### src/rtl/seq_addsub_16bit_if.sv
// seq_addsub_16bit_if: start/done handshake and operand/result bus of the serial adder
interface seq_addsub_16bit_if #(parameter int WIDTH = 16);
  logic start;
  logic sub;
  logic [WIDTH-1:0] a;
  logic [WIDTH-1:0] b;
  logic c0;
  logic [WIDTH-1:0] s;
  logic c;
  logic v;
  logic busy;
  logic done;
  modport master (output start, sub, a, b, c0, input s, c, v, busy, done);
  modport slave (input start, sub, a, b, c0, output s, c, v, busy, done);
endinterface

### src/rtl/seq_addsub_16bit.sv
// seq_addsub_16bit: bit-serial adder/subtractor, one bit per clock through a registered full adder
module seq_addsub_16bit #(parameter int WIDTH = 16) (
  input logic clk,
  input logic rst,
  seq_addsub_16bit_if.slave bus
);
  localparam int CW = $clog2(WIDTH);
  typedef enum logic {IDLE, RUN} state_t;
  state_t state;
  logic [WIDTH-1:0] ra, rb, rs;
  logic [CW-1:0] cnt;
  logic cy, sum, cout;
  // full adder on the current LSBs and the carry register
  always_comb begin
    sum = ra[0] ^ rb[0] ^ cy;
    cout = (ra[0] & rb[0]) | (cy & (ra[0] ^ rb[0]));
  end
  // operand latch, serial datapath and result/handshake registers
  always_ff @(posedge clk) begin
    if (rst) begin
      state <= IDLE;
      ra <= '0;
      rb <= '0;
      rs <= '0;
      cy <= 1'b0;
      cnt <= '0;
      bus.s <= '0;
      bus.c <= 1'b0;
      bus.v <= 1'b0;
      bus.busy <= 1'b0;
      bus.done <= 1'b0;
    end else begin
      bus.done <= 1'b0;
      if (state == IDLE) begin
        if (bus.start) begin
          ra <= bus.a;
          rb <= bus.sub ? ~bus.b : bus.b;
          cy <= bus.c0 ^ bus.sub;
          rs <= '0;
          cnt <= '0;
          bus.busy <= 1'b1;
          state <= RUN;
        end
      end else begin
        ra <= ra >> 1;
        rb <= rb >> 1;
        rs <= {sum, rs[WIDTH-1:1]};
        cy <= cout;
        cnt <= cnt + 1'b1;
        if (cnt == CW'(WIDTH - 1)) begin
          bus.s <= {sum, rs[WIDTH-1:1]};
          bus.c <= cout;
          bus.v <= cout ^ cy;
          bus.done <= 1'b1;
          bus.busy <= 1'b0;
          state <= IDLE;
        end
      end
    end
  end
endmodule

### src/flat_wrapper.sv
// flat-port wrapper written by rule: the top's interface ports become plain ports
module seq_addsub_16bit_flat 
#(parameter int WIDTH = 16)
  (clk, rst, bus_start, bus_sub, bus_a, bus_b, bus_c0, bus_s, bus_c, bus_v, bus_busy, bus_done);
  seq_addsub_16bit_if #(.WIDTH(WIDTH)) bus_i ();
  input logic clk;
  input logic rst;
  input wire logic [$bits(bus_i.start)-1:0] bus_start;
  input wire logic [$bits(bus_i.sub)-1:0] bus_sub;
  input wire logic [$bits(bus_i.a)-1:0] bus_a;
  input wire logic [$bits(bus_i.b)-1:0] bus_b;
  input wire logic [$bits(bus_i.c0)-1:0] bus_c0;
  output wire logic [$bits(bus_i.s)-1:0] bus_s;
  output wire logic [$bits(bus_i.c)-1:0] bus_c;
  output wire logic [$bits(bus_i.v)-1:0] bus_v;
  output wire logic [$bits(bus_i.busy)-1:0] bus_busy;
  output wire logic [$bits(bus_i.done)-1:0] bus_done;
  assign bus_i.start = bus_start;
  assign bus_i.sub = bus_sub;
  assign bus_i.a = bus_a;
  assign bus_i.b = bus_b;
  assign bus_i.c0 = bus_c0;
  assign bus_s = bus_i.s;
  assign bus_c = bus_i.c;
  assign bus_v = bus_i.v;
  assign bus_busy = bus_i.busy;
  assign bus_done = bus_i.done;
  seq_addsub_16bit #(.WIDTH(WIDTH)) u_core (.clk(clk), .rst(rst), .bus(bus_i));
endmodule
### config.mk
export PLATFORM = sky130hd
export DESIGN_NAME = seq_addsub_16bit_flat
export DESIGN_NICKNAME = d
export VERILOG_FILES = /design/src/rtl/seq_addsub_16bit_if.sv /design/src/rtl/seq_addsub_16bit.sv /design/src/flat_wrapper.sv
export SDC_FILE = /design/constraint.sdc
export NUM_CORES = 1
export LEC_CHECK = 0
export ABC_AREA = 1
export CAP_MARGIN = 10
export CORE_MARGIN = 2
export CORE_UTILIZATION = 30
export DETAILED_ROUTE_END_ITERATION = 16
export PLACE_DENSITY = 0.56
export SYNTH_ARGS = -nofsm -noshare
export SYNTH_HDL_FRONTEND = slang
export SYNTH_SLANG_ARGS = --single-unit
export TNS_END_PERCENT = 10
### constraint.sdc
create_clock -name clk -period 1.7 [get_ports clk]
set_input_delay 0.34 -clock clk [delete_from_list [all_inputs] [get_ports clk]]
set_output_delay 0.34 -clock clk [all_outputs]
set_load 0.03 [all_outputs]
Word-level counts from Yosys, hierarchy flattened
Index checks and enable logic that the tools add are counted.

word-level totals
  bits in latches = 0
  RAM bits = 0
  memories = 0
  input port bits = 37
  output and inout port bits = 20
  bits in read-only memories = 0
  register bits = 74

operators by class
  eq/ne operators = 2
  mux-type cells = 18
  add/subtract/negate cells = 1
  $lt $le $gt $ge = 0
  $mul = 0
  bitwise operators = 9
  reduce and logical (&&, ||, !) cells = 5
  divide/modulo/power cells = 0
  shift-type cells = 0

operators by type and width
  cell                   count
  $mux W15               4
  $mux W16               3
  $not A16 Y16           1
  $mux W1                9
  $mux W4                2
  $add A4 B1 Y4 const B  1
  $eq A4 B4 Y1 const B   1
  $reduce_and A2 Y1      2
  $reduce_or A2 Y1       2
  $xor A1 B1 Y1          4
  $and A1 B1 Y1          2
  $ne A2 B2 Y1 const B   1
  $reduce_bool A2 Y1     1
  $not A1 Y1             1
  $or A1 B1 Y1           1

Depth between registers and ports, before layout
  depth after elaboration = 4
  mapped depth = 7
  gate-level depth less buffers = 6

Least setup slack after synthesis
Ideal clock, no wire load.

  kind = reg-to-reg
  start = reg u_core.cnt[0]
  end = reg u_core.bus.s[10]
  arrival = 1.122 ns
  cell stages (with the launch flop) = 8
  path buffers = 1
  setup slack = 0.465 ns
  data required time = 1.587 ns
  period minus slack after synthesis = 1.235 ns
  cell sequence = dfxtp_1 > ha_1 > nand2_1 > inv_1 > nand3_2 > buf_4 > nand3_1 > nand2_1

between the ends
  cells in the longest elaborated chain, start to end = 2

RTL lines
  element                      line                       source
  start: declaration           seq_addsub_16bit.sv:11     logic [CW-1:0] cnt;
  start signal: assignment     seq_addsub_16bit.sv:49     cnt <= cnt + 1'b1;
  $eq A4 B4 Y1                 seq_addsub_16bit.sv:50     if (cnt == CW'(WIDTH - 1)) begin
  $reduce_and A2 Y1 (no line)  --
  end signal: assignment       seq_addsub_16bit.sv:51     bus.s <= {sum, rs[WIDTH-1:1]};
  end: declaration             seq_addsub_16bit_if.sv:14  modport slave (input start, sub, a, b, c0, output s, c, v, busy, done);

Every way passes these cells.
A chain may end at the register's enable or synchronous reset.

Worst setup path in the final report
  start = reg u_core.state
  end = reg u_core.state

between the ends
  cells in the longest elaborated chain, start to end = 1

RTL lines
  element                   line                    source
  start: declaration        seq_addsub_16bit.sv:9   state_t state;
  start signal: assignment  seq_addsub_16bit.sv:21  state <= IDLE;
  start signal: assignment  seq_addsub_16bit.sv:42  state <= RUN;
  start signal: assignment  seq_addsub_16bit.sv:56  state <= IDLE;
  $mux W1                   seq_addsub_16bit.sv:34  if (state == IDLE) begin

Every way passes these cells.

==> results summary <==
The flow ran to the end, and the final reports show no timing, DRC or antenna violations. The number of pins with negative max-slew slack in the final report came out at 0. The total number of vias came out at 2974. The data required time of the critical path is 1.95 ns. In the final layout, the share of cells above drive strength 1 is 6.90%. The placement row count came out at 37. After synthesis, the cell types taking the most area are dfxtp_1, nand2_1, a21oi_1.

The H-tree depth is 3. The number of instances in the synthesized netlist is 478. The relative slew slack is 69.9%. The number of different library cells used by synthesis comes to 20. The buffer levels on the longest clock path came out at 2.

The time the final worst path needs with I/O delays and setup came out at 1.49 ns. The critical path is of the flip-flop to flip-flop type. The remaining antenna violation count after routing is 0.

The portion of the post-synthesis area used by sequential elements is 45.4%. The clock group share of total power is 38.5%. The peak ir drop on the vdd network came out at 367 uV.

The number of fillers in the final layout came out at 1126. The count of synthesis-stage warnings from yosys came out at 0. Entering global routing, the biggest net connects 34 pins. After the last flow step, the layout net total stands at 570. The peak clock frequency supported by timing is 672 MHz.

The maximum fanout encountered on the critical timing path is 19. In this run switching power makes up 25.3% of total power. The switching power summed over all nets came out at 902 uW. The area share of the largest cell type after synthesis is 45.4%. The number of buffers inserted during clock tree synthesis is 9. In this run the standard cell core region covers 10400 um2. The diode insertion count for antenna repair came out at 0. The startpoint identified for the worst hold timing path is u_core.ra[15]. The die area came out at 11600 um2. At the end of routability-driven placement, the weighted congestion stood at 0.753. The top-level port count came out at 57. The via count of the first global-routing pass came to 2817. The post-synthesis to final-layout area growth is 27.8%.

Measured along the x axis, the die boundary spans 108 um. The number of hold-slack violations in the final timing report was 0. The endpoint arrival time on the critical path came out at 1.73 ns. The CTS root buffer is clkbuf_8.

The number of max-capacitance violations reported is 0. TritonCTS built the clock tree. The type of origin of the critical path is a flip-flop. Global routing consumed, over all layers together, 13.1% of the routing resources. The final setup violation count is 0. The worst setup skew after layout came out at 0.00960 ns.

The number of buffers inserted by hold repair at cts came out at 0. When the netlist entered floorplanning its net count stood at 517. The library cell used most frequently in the layout, excluding fill and tap cells, is nand2_1. Power comes to 3.56 mW. The register bit total from synthesis came out at 73. The logic gate share of total power is 10.9%.

The cell leakage power came out at 2.13 nW. The top cell types in the final layout, fill and taps aside, are nand2_1, dfxtp_1, a21oi_1. The count of routing violations after the opening detailed-route iteration came out at 122. Dividing the final minimum period by the clock period gives 87.5%. The synthesized netlist occupies a cell area of 3220 um2.

The clock latency reported for the late side of the worst-skew pair came out at 0.35 ns. The setup TNS after final layout came out at 0 ns. STA classifies the critical path endpoint as a flip-flop. The fraction of power consumed by sequential logic came out at 50.5%. The wire length of the first global-routing pass came out at 12200 um. The via-per-instance ratio came out at 4.43. Measured on the finished design, the core utilization comes to 39.7%. Summing all multi-input logic gate instances after layout gives 1410 um2. For this run the aggregate overflow at the end of global routing stands at 0.

Power spread over the standard cell area amounts to 866 nW/um2. The sequential cell area came out at 1460 um2. The pre-antenna-repair detailed-routing pass consisted of 4 iterations. The critical path starts at u_core.state. The initial antenna violation count came out at 0. The initial utilization of the core area, before any placement, comes to 31.0%.

The number of remaining DRC errors is 0. The cell type with the highest aggregate area in the netlist is dfxtp_1. Setup repair after global routing left no endpoint under its margin. Detailed placement finished with a half-perimeter wire length of 5030 um.

The transition time of the tightest slew-check pin is 0.451 ns. The overall die height is 108 um. The clock drives 73 sinks. The per-cell routed wire length came out at 10.5 um. The cell-internal power came out at 2.66 mW.

The startpoint identified for the worst register-to-register timing path is u_core.state. The type of the most critical hold path is flip-flop to flip-flop. The total length of routed wires came out at 7070 um. The post-synthesis average cell area came out at 6.73 um2.

Clock-pin slew was measured on the worst setup and hold paths at 0.08 ns. The total of buffers placed on input and output ports is 56.
[worst paths after layout]
| path | endpoint | slack, ns | depth (start not counted) |
|---|---|---|---|
| setup / recovery | u_core.state | 0.21 | 5 |
| hold / removal | u_core.ra[15] | 0.46 | 2 |
| setup reg to reg | u_core.state | 0.21 | 5 |
| hold reg to reg | u_core.ra[15] | 0.46 | 2 |
[registers in the layout, summed over array words and instances (netlist names)]
name and count:
u_core.bus.busy 1, u_core.bus.c 1, u_core.bus.done 1, u_core.bus.s 16, u_core.bus.v 1, u_core.cnt 4, u_core.cy 1, u_core.ra 16
u_core.rb 16, u_core.rs 15, u_core.state 1
[timing repair]
action	CTS	global route
resized for setup	18	2
gates cloned	0	0
buffers inserted	0	0
endpoints found under the setup margin	18	2
[cells by family (layout without fill, tap and decap cells)]
family          Yosys count  count (layout)  synth area share (%)
xor+xnor                  2               2                 0.545
buf+inv                  81             139                  11.0
compound gates           53              53                  8.25
fa+ha+maj                 2               2                  1.01
flops                    73              73                  45.4
simple gates            267             267                  33.8
[power groups by stage]
stage          Combinational, mW  Clock, mW  Sequential [mW]
2_1_floorplan              0.244          0             1.83
3_3_place_gp               0.389          0             1.84
3_5_place_dp               0.396          0             1.84
4_1_cts                    0.396       1.42             1.80
5_1_grt                    0.442       1.48             1.81
6_report                   0.389       1.37             1.80
[routing by layer]
| metal | GRT usage, % | vias to the layer above | share of wire [%] |
|---|---|---|---|
| met4 | 4.40 | 0 | 0.99 |
| met3 | 3.87 | 7 | 4.7 |
| li1 | - | 1575 | - |
| met5 | 0 | - | 0 |
| met2 | 23.8 | 59 | 49 |
| met1 | 14.4 | 1333 | 45 |
[metrics by stage]
stage / std cells / hold WS, ns / worst slack (ns) / cell area (um2)
after floorplan: 478 / 0.419 / 0.465 / 3220
after global placement: 656 / 0.437 / 0.0334 / 3930
after detailed placement: 656 / 0.450 / 0.0297 / 3930
after CTS: 672 / 0.463 / 0.000662 / 4110
after global routing: 672 / 0.491 / 0.0242 / 4110
final: 672 / 0.463 / 0.213 / 4110
[critical path: stages, from the launching register on]
cell	delay, ns
dfxtp_2	0.47
nand2_1	0.18
inv_1	0.14
nand3_2	0.33
nand2_1	0.19
nor2_1	0.06
[cells in the mapped netlist]
cell	n
o21ai_0	1
nand2_2	1
nor2_2	1
buf_1	3
nor2_1	10
xor2_1	2
inv_2	3
clkbuf_1	4
dfxtp_1	73
a21oi_1	52
buf_6	2
nand3_1	48
nand3_2	1
fa_1	1
inv_1	51
buf_4	5
nor3_4	1
buf_2	13
ha_1	1
nand2_1	205
[layout make-up]
| class | instances | area share, % |
|---|---|---|
| tap | 136 | 4.14 |
| multi-input combinational | 324 | 34.2 |
| clock inverter | 6 | 1.64 |
| inverter | 54 | 4.93 |
| sequential | 73 | 35.6 |
| timing repair buffer | 69 | 16.2 |
| clock buffer | 10 | 3.35 |
(Power assumes the default switching activity.)
